--- src/rtl/spi_mem_responder_if.sv ---
// Bus bundle between an SPI master (bench or memory-bus bridge) and the
// spi_mem_responder device model.
//   sclk, cs_n, mosi          : master -> responder SPI pins (mode 0)
//   miso, miso_oe             : responder data out and its drive enable
//   busy                      : responder selected (synchronised cs_n)
//   wr_strobe/wr_addr/wr_data : committed-write side channel
interface spi_mem_responder_if #(
  parameter int unsigned DEPTH_LOG2 = 6
) ();
  logic                  sclk;
  logic                  cs_n;
  logic                  mosi;
  logic                  miso;
  logic                  miso_oe;
  logic                  busy;
  logic                  wr_strobe;
  logic [DEPTH_LOG2-1:0] wr_addr;
  logic [7:0]            wr_data;

  modport master (
    output sclk, cs_n, mosi,
    input  miso, miso_oe, busy, wr_strobe, wr_addr, wr_data
  );

  modport slave (
    input  sclk, cs_n, mosi,
    output miso, miso_oe, busy, wr_strobe, wr_addr, wr_data
  );
endinterface

--- src/rtl/spi_mem_responder.sv ---
// SPI mode-0 responder emulating a small byte-addressed serial RAM.
// Decodes READ (0x03) / WRITE (0x02), takes a 24-bit address (low DEPTH_LOG2
// bits kept), then streams data bytes MSB first with address auto-increment.
// Ports:
//   clk   : system clock, SPI pins are oversampled on it
//   rst_n : asynchronous active-low reset (clears storage too)
//   bus   : spi_mem_responder_if slave modport (SPI pins + write side channel)
module spi_mem_responder #(
  parameter int unsigned DEPTH_LOG2 = 6,
  parameter int unsigned ADDR_BYTES = 3
) (
  input  logic                  clk,
  input  logic                  rst_n,
  spi_mem_responder_if.slave    bus
);

  localparam int unsigned DEPTH     = 1 << DEPTH_LOG2;
  localparam int unsigned ADDR_BITS = ADDR_BYTES * 8;
  localparam int unsigned CNT_W     = $clog2(ADDR_BITS);

  typedef enum logic [2:0] {
    ST_IDLE,
    ST_CMD,
    ST_ADDR_RD,
    ST_ADDR_WR,
    ST_DATA_RD,
    ST_DATA_WR,
    ST_IGNORE
  } state_t;

  // Synchronisers; chip select is carried inverted so it resets to "deselected"
  logic [1:0] r_sclk_s;
  logic [1:0] r_sel_s;
  logic [1:0] r_mosi_s;
  logic       r_sclk_q;
  logic       r_sel_q;

  state_t                r_state, w_state_n;
  logic [CNT_W-1:0]      r_bit_cnt, w_bit_cnt_n;
  logic [6:0]            r_shift, w_shift_n;
  logic [DEPTH_LOG2-1:0] r_addr, w_addr_n;
  logic [7:0]            r_tx, w_tx_n;
  logic                  r_miso, w_miso_n;
  logic                  r_miso_oe, w_miso_oe_n;
  logic                  r_wr_strobe, w_wr_strobe_n;
  logic [DEPTH_LOG2-1:0] r_wr_addr, w_wr_addr_n;
  logic [7:0]            r_wr_data, w_wr_data_n;
  logic                  w_mem_we;
  logic [7:0]            r_mem [DEPTH];

  logic       w_sclk_rise;
  logic       w_sclk_fall;
  logic       w_sel;
  logic       w_sel_rise;
  logic       w_mosi;
  logic [7:0] w_rx_byte;
  logic [7:0] w_rd_byte;

  // Pin synchronisers and edge-detect history
  always_ff @(posedge clk or negedge rst_n) begin
    if (!rst_n) begin
      r_sclk_s <= 2'b00;
      r_sel_s  <= 2'b00;
      r_mosi_s <= 2'b00;
      r_sclk_q <= 1'b0;
      // Assume "already selected" so a cs_n held low through reset does not open a frame
      r_sel_q  <= 1'b1;
    end else begin
      r_sclk_s <= {r_sclk_s[0], bus.sclk};
      r_sel_s  <= {r_sel_s[0], ~bus.cs_n};
      r_mosi_s <= {r_mosi_s[0], bus.mosi};
      r_sclk_q <= r_sclk_s[1];
      r_sel_q  <= r_sel_s[1];
    end
  end

  assign w_sclk_rise = r_sclk_s[1] & ~r_sclk_q;
  assign w_sclk_fall = ~r_sclk_s[1] & r_sclk_q;
  assign w_sel       = r_sel_s[1];
  assign w_sel_rise  = r_sel_s[1] & ~r_sel_q;
  assign w_mosi      = r_mosi_s[1];
  assign w_rx_byte   = {r_shift, w_mosi};
  assign w_rd_byte   = r_mem[r_addr];

  // State and datapath registers
  always_ff @(posedge clk or negedge rst_n) begin
    if (!rst_n) begin
      r_state     <= ST_IDLE;
      r_bit_cnt   <= '0;
      r_shift     <= '0;
      r_addr      <= '0;
      r_tx        <= '0;
      r_miso      <= 1'b0;
      r_miso_oe   <= 1'b0;
      r_wr_strobe <= 1'b0;
      r_wr_addr   <= '0;
      r_wr_data   <= '0;
    end else begin
      r_state     <= w_state_n;
      r_bit_cnt   <= w_bit_cnt_n;
      r_shift     <= w_shift_n;
      r_addr      <= w_addr_n;
      r_tx        <= w_tx_n;
      r_miso      <= w_miso_n;
      r_miso_oe   <= w_miso_oe_n;
      r_wr_strobe <= w_wr_strobe_n;
      r_wr_addr   <= w_wr_addr_n;
      r_wr_data   <= w_wr_data_n;
    end
  end

  // Storage array, cleared on reset
  always_ff @(posedge clk or negedge rst_n) begin
    if (!rst_n) begin
      for (int i = 0; i < int'(DEPTH); i++) begin
        r_mem[i] <= 8'h00;
      end
    end else if (w_mem_we) begin
      r_mem[r_addr] <= w_rx_byte;
    end
  end

  // Next-state and datapath logic
  always_comb begin
    w_state_n     = r_state;
    w_bit_cnt_n   = r_bit_cnt;
    w_shift_n     = r_shift;
    w_addr_n      = r_addr;
    w_tx_n        = r_tx;
    w_miso_n      = r_miso;
    w_wr_strobe_n = 1'b0;
    w_wr_addr_n   = r_wr_addr;
    w_wr_data_n   = r_wr_data;
    w_mem_we      = 1'b0;

    if (!w_sel) begin
      // Deselect aborts any state; partial bytes are simply dropped
      w_state_n   = ST_IDLE;
      w_bit_cnt_n = '0;
      w_miso_n    = 1'b0;
    end else begin
      unique case (r_state)
        ST_IDLE: begin
          if (w_sel_rise) begin
            w_state_n   = ST_CMD;
            w_bit_cnt_n = '0;
            w_shift_n   = '0;
          end
        end

        ST_CMD: begin
          if (w_sclk_rise) begin
            w_shift_n = w_rx_byte[6:0];
            if (r_bit_cnt == CNT_W'(7)) begin
              w_bit_cnt_n = '0;
              unique case (w_rx_byte)
                8'h03:   w_state_n = ST_ADDR_RD;
                8'h02:   w_state_n = ST_ADDR_WR;
                default: w_state_n = ST_IGNORE;
              endcase
            end else begin
              w_bit_cnt_n = r_bit_cnt + CNT_W'(1);
            end
          end
        end

        ST_ADDR_RD, ST_ADDR_WR: begin
          // Shifting through the address register keeps only the low bits
          if (w_sclk_rise) begin
            w_addr_n = {r_addr[DEPTH_LOG2-2:0], w_mosi};
            if (r_bit_cnt == CNT_W'(ADDR_BITS - 1)) begin
              w_bit_cnt_n = '0;
              w_state_n   = (r_state == ST_ADDR_RD) ? ST_DATA_RD : ST_DATA_WR;
            end else begin
              w_bit_cnt_n = r_bit_cnt + CNT_W'(1);
            end
          end
        end

        ST_DATA_RD: begin
          // A falling edge at bit 0 starts a new byte: load storage and drive its MSB
          if (w_sclk_fall) begin
            if (r_bit_cnt == '0) begin
              w_miso_n = w_rd_byte[7];
              w_tx_n   = {w_rd_byte[6:0], 1'b0};
            end else begin
              w_miso_n = r_tx[7];
              w_tx_n   = {r_tx[6:0], 1'b0};
            end
          end
          if (w_sclk_rise) begin
            if (r_bit_cnt == CNT_W'(7)) begin
              w_bit_cnt_n = '0;
              w_addr_n    = r_addr + DEPTH_LOG2'(1);
            end else begin
              w_bit_cnt_n = r_bit_cnt + CNT_W'(1);
            end
          end
        end

        ST_DATA_WR: begin
          if (w_sclk_rise) begin
            w_shift_n = w_rx_byte[6:0];
            if (r_bit_cnt == CNT_W'(7)) begin
              w_bit_cnt_n   = '0;
              w_mem_we      = 1'b1;
              w_wr_strobe_n = 1'b1;
              w_wr_addr_n   = r_addr;
              w_wr_data_n   = w_rx_byte;
              w_addr_n      = r_addr + DEPTH_LOG2'(1);
            end else begin
              w_bit_cnt_n = r_bit_cnt + CNT_W'(1);
            end
          end
        end

        ST_IGNORE: begin
          w_state_n = ST_IGNORE;
        end

        default: begin
          w_state_n = ST_IDLE;
        end
      endcase
    end

    w_miso_oe_n = (w_state_n == ST_DATA_RD);
  end

  assign bus.miso      = r_miso;
  assign bus.miso_oe   = r_miso_oe;
  assign bus.busy      = r_sel_s[1];
  assign bus.wr_strobe = r_wr_strobe;
  assign bus.wr_addr   = r_wr_addr;
  assign bus.wr_data   = r_wr_data;

endmodule

--- src/flat_wrapper.sv ---
// flat-port wrapper written by rule: the top's interface ports become plain ports
module spi_mem_responder_flat 
#(
  parameter int unsigned DEPTH_LOG2 = 6,
  parameter int unsigned ADDR_BYTES = 3
)
  (clk, rst_n, bus_sclk, bus_cs_n, bus_mosi, bus_miso, bus_miso_oe, bus_busy, bus_wr_strobe, bus_wr_addr, bus_wr_data);
  spi_mem_responder_if #(.DEPTH_LOG2(DEPTH_LOG2)) bus_i ();
  input  logic clk;
  input  logic rst_n;
  input wire logic [$bits(bus_i.sclk)-1:0] bus_sclk;
  input wire logic [$bits(bus_i.cs_n)-1:0] bus_cs_n;
  input wire logic [$bits(bus_i.mosi)-1:0] bus_mosi;
  output wire logic [$bits(bus_i.miso)-1:0] bus_miso;
  output wire logic [$bits(bus_i.miso_oe)-1:0] bus_miso_oe;
  output wire logic [$bits(bus_i.busy)-1:0] bus_busy;
  output wire logic [$bits(bus_i.wr_strobe)-1:0] bus_wr_strobe;
  output wire logic [$bits(bus_i.wr_addr)-1:0] bus_wr_addr;
  output wire logic [$bits(bus_i.wr_data)-1:0] bus_wr_data;
  assign bus_i.sclk = bus_sclk;
  assign bus_i.cs_n = bus_cs_n;
  assign bus_i.mosi = bus_mosi;
  assign bus_miso = bus_i.miso;
  assign bus_miso_oe = bus_i.miso_oe;
  assign bus_busy = bus_i.busy;
  assign bus_wr_strobe = bus_i.wr_strobe;
  assign bus_wr_addr = bus_i.wr_addr;
  assign bus_wr_data = bus_i.wr_data;
  spi_mem_responder #(.DEPTH_LOG2(DEPTH_LOG2), .ADDR_BYTES(ADDR_BYTES)) u_core (.clk(clk), .rst_n(rst_n), .bus(bus_i));
endmodule
--- config.mk ---
export PLATFORM = sky130hd
export DESIGN_NAME = spi_mem_responder_flat
export DESIGN_NICKNAME = d
export VERILOG_FILES = /design/src/rtl/spi_mem_responder_if.sv /design/src/rtl/spi_mem_responder.sv /design/src/flat_wrapper.sv
export SDC_FILE = /design/constraint.sdc
export NUM_CORES = 1
export LEC_CHECK = 0
export BUFFER_PORTS_ARGS = -buffer_cell sky130_fd_sc_hd__buf_2
export CORE_MARGIN = 3
export CORE_UTILIZATION = 30
export CTS_BUF_LIST = sky130_fd_sc_hd__clkbuf_16
export CTS_CLUSTER_SIZE = 14
export DETAILED_ROUTE_END_ITERATION = 6
export GPL_TIMING_DRIVEN = 0
export PLACE_DENSITY = 0.55
export SKIP_LAST_GASP = 1
export SYNTH_ARGS = -nofsm -noshare
export SYNTH_HDL_FRONTEND = slang
export SYNTH_SLANG_ARGS = --single-unit
--- constraint.sdc ---
create_clock -name clk -period 4.3 [get_ports clk]
set_input_delay 0.645 -clock clk [delete_from_list [all_inputs] [get_ports clk]]
set_output_delay 0.645 -clock clk [all_outputs]
set_load 0.1 [all_outputs]
==> results by group <==
Finish
  – Multi-input logic area: 11,300 um2
  – Fin cells: 3,257
  – Fillers: 8,331
  – Area delta synth->final: 14.6%
  – Final instance area: 29,800 um2
  – Register Area: 14,100 um2
  – Layout cells sized above 1: 0.373
  – Fin nets: 2,070

Route
  – Total routed wirelength: 105,000 um
  – Drt pass-1 iters: 5
  – Vias per cell: 5.80
  – WL per Instance: 32.1 um
  – # DRC: 0
  – DR vias: 18,904
  – Post-DRT Antenna Nets: 0
  – Initial drt markers: 2,360

Placement
  – DP Cell Count: 3,137
  – Placed Area: 27,800 um2
  – Final GP Congestion: 0.995
  – HPWL after DPL: 70,800 um
  – DP Worst Slack: -1.28 ns
  – Port Buffer Count: 22

Yosys
  – Post-synthesis cell type count: 68
  – Mux cell area share after synthesis: 0.290
  – Post-synthesis compound-gate area fraction: 0.0806
  – Post-synth EDFFs: 0
  – Synth top area share: 0.542
  – Ys Warns: 0
  – Cell area after synthesis: 26,000 um2
  – Register area share after synthesis: 0.543
  – Syn Nets: 1,971
  – Ys async rst share: 1.00
  – Adder-cell share of the synthesized area: 0.00144
  – Simple-gate share of the synthesized area: 0.0600
  – Syn Inst Count: 1,963
  – Synth area leader: dfrtp_1
  – Top cells by area, synth: dfrtp_1, mux2_2, mux4_2
  – Synth Flop Type: dfrtp_1
  – XOR/XNOR share of the synthesized area: 0.000337
  – Synth Register Bits: 565
  – Largest family of logic cells by synthesized area: multiplexers
  – Avg Inst Size Synth: 13.3 um2

STA
  – Fmax: 222 MHz
  – RSZ-0062 raised after global routing: no
  – Worst Slack Setup Final: -0.197 ns
  – # setup viols final: 27
  – Final period utilization: 1.05
  – Worst Tran Pin Value: 1.42 ns
  – Setup Skew: 0.0312 ns
  – Post-route minimum period: 4.50 ns
  – Slew headroom: 0.0564
  – Final hold vios: 0
  – Max-slew violation count: 0

Critical path
  – Worst R2R Start: u_core.r_addr[1]$_DFFE_PN0P_
  – Critical path's slowest cell: clkbuf_1
  – Worst setup SP type: flop
  – Max incr delay on CP: 1.00 ns
  – Crit path max fanout: 10
  – Crit path arrival time: 5.05 ns
  – Crit path kind: reg -> reg
  – CP Launch Point: u_core.r_addr[1]$_DFFE_PN0P_
  – Capture point of the worst reg-to-reg path: u_core.r_tx[3]$_DFFE_PN0P_
  – Worst setup EP type: flop
  – Register-to-Register Path Depth: 9
  – Crit-path cells: clkbuf_1 > nor2b_1 > clkbuf_1 > clkbuf_1 > a221oi_1 > o22ai_1 > a22oi_1 > o2111ai_1 > o21a_1
  – Worst endpoint required time: 4.85 ns
  – CP dominant cell by count: clkbuf_1
  – Reg2Reg Setup Slack: -0.20 ns

CTS
  – Setup Fix Bufs, Post-CTS: 0
  – CTS tree: built
  – Worst skew pair latency: 0.63 ns
  – CTS buffer count: 66
  – Root Buffer: clkbuf_16
  – Clk sinks: 565
  – Max clock buf depth: 3
  – Clock slew at reported path FFs: 0.06 ns
  – Htree depth: 3

GRT
  – Vias in the first global route: 19,004
  – All-Layer GR Usage: 0.230
  – Total gr overflow: 0
  – Largest net degree at the start of global routing: 123
  – First-pass GRT wire length: 147,000 um
  – Initial antenna violation count: 6

Outcome
  – Run status: finished, violations left
  – Failing checks: setup timing

Floorplanning
  – Die width: 300 um
  – Core ar.: 85,500 um2
  – FP Rows: 107
  – Ports: 23
  – Die area: 90,300 um2
  – Starting density of the core: 0.304
  – Die height: 300 um

Worst hold path
  – Hold path endpoint: u_core.r_sclk_s[0]$_DFF_PN0_
  – Hold Path Depth: 1
  – Hold Crit Class: in -> reg
  – Worst min-delay path startpoint: bus_sclk

Pwr
  – Overall power after layout: 0.0108 W
  – Power density cells: 362 nW/um2
  – Peak supply drop: 0.221 mV
  – Leakage: 14.2 nW

Flow run
  – Max Cap Viol: 0
## per-stage QoR
stage / hold slack (ns) / utilization / setup TNS, ns
detailed placement: 0.337 / 0.325 / -22.51
global route: 0.134 / 0.349 / 0
CTS: 0.121 / 0.348 / -4.43
global placement: 0.334 / 0.322 / -5048.02
finish: 0.151 / 0.349 / -1.29
floorplan: 0.331 / - / 0
## state kept, by name, indices dropped and copies added, names as in the netlist, 2 cells and up
| name | count |
|---|---|
| u_core.r_sel_s | 2 |
| u_core.bus.wr_addr | 6 |
| u_core.r_mosi_s | 2 |
| u_core.r_addr | 6 |
| u_core.r_shift | 7 |
| u_core.bus.wr_data | 8 |
| u_core.r_state | 3 |
| u_core.r_bit_cnt | 5 |
| u_core.r_sclk_s | 2 |
| u_core.r_tx | 7 |
| u_core.r_mem | 512 |
## layout by cell type (no fill, tap or decap), types with 7 or more instances in the layout
cell type	netlist	final
mux4_2	36	36
clkinv_1	1	18
and2_1	8	8
nor2b_1	18	18
a21oi_1	33	33
a221oi_1	70	70
buf_1	20	14
buf_2	14	37
inv_1	4	20
mux2i_1	42	42
nand2_1	130	130
dfrtp_1	564	564
a22o_1	7	7
nor2_2	3	9
and3_1	8	8
o21ai_0	44	43
a31oi_1	16	16
clkbuf_2	0	13
a22oi_1	44	44
mux2_2	560	560
nand3_1	27	26
nand2_4	17	17
nor2_1	52	45
inv_6	0	7
clkbuf_1	125	110
o22ai_1	23	23
a221o_1	8	8
clkinv_2	0	9
clkbuf_16	0	66
## where the power goes
group	leakage [nW]	total, W	internal (W)	switching, W
clock	1.03	0.00525	0.00292	0.00233
combinational	5.31	0.000225	0.0000318	0.000193
sequential	7.88	0.00533	0.00532	0.00000550
total	14.2	0.0108	0.00828	0.00253
## kinds of logic after synthesis
kind of cell | count (synthesis)
AO/OA/AOI/OAI | 291
XOR/XNOR | 1
AND/OR/NAND/NOR | 300
adder cells (fa/ha/maj) | 3
flip-flops | 565
multiplexers | 638
buffers and inverters | 165
## routing by layer
layer / vias up / share of wire / GRT usage
li1: 7476 / - / -
met1: 10106 / 0.42 / 0.310
met2: 1036 / 0.43 / 0.336
met3: 280 / 0.10 / 0.0689
met4: 6 / 0.055 / 0.110
met5: - / 0.00032 / 0.00595
## timing repair
action                                 CTS  global route
gates resized for setup                 26            21
hold buffers                             1             0
setup endpoints to repair              119           116
endpoints found under the hold margin   40             0
## worst max-delay path, delay by kind of cell (launching register included)
kind / cells / cell delay (ns)
buf+inv: 3 / 2.37
compound gates: 5 / 1.48
flops: 1 / 0.36
simple gates: 1 / 0.20
## worst max path at each step
stage / end / slack [ns] / depth (start not counted)
CTS: u_core.r_mem[44]$_DFFE_PN0P_ / -0.16 / 8
detailed placement: u_core.r_tx[3]$_DFFE_PN0P_ / -1.28 / 8
global route: u_core.r_tx[3]$_DFFE_PN0P_ / 0.004 / 9
floorplan: u_core.r_mem[112]$_DFFE_PN0P_ / 1.39 / 5
finish: u_core.r_tx[3]$_DFFE_PN0P_ / -0.20 / 9
global placement: u_core.r_mem[64]$_DFFE_PN0P_ / -8.98 / 1
## cell usage after synthesis (4+ instances only)
cell type  instances
and3_1             8
mux2i_1           42
mux4_2            36
mux2_2           560
o21a_1             4
a221oi_1          70
buf_2             14
nand2b_1           5
a22o_1             7
a21oi_1           33
a22oi_1           44
o22ai_1           23
clkbuf_1         125
a211oi_1           6
nand2_4           17
nand2_1          130
o2bb2ai_1          6
nor2b_1           18
a221o_1            8
and2_1             8
inv_1              4
o21ai_0           44
nand3_1           27
a31oi_1           16
nor2_1            52
buf_1             20
o211ai_1           4
nor3_1             7
dfrtp_1          564
## area by class of cell
type,count,share of cell area
Clock buffer,66,0.0554
Timing Repair Buffer,31,0.0101
Multi-Input combinational cell,1233,0.379
Buffer,159,0.0223
Inverter,6,0.000755
Antenna cell,1,0.0000839
Tap cell,1144,0.0480
Clock inverter,52,0.0103
Sequential cell,565,0.474
Power figures use the tool's default switching activity.
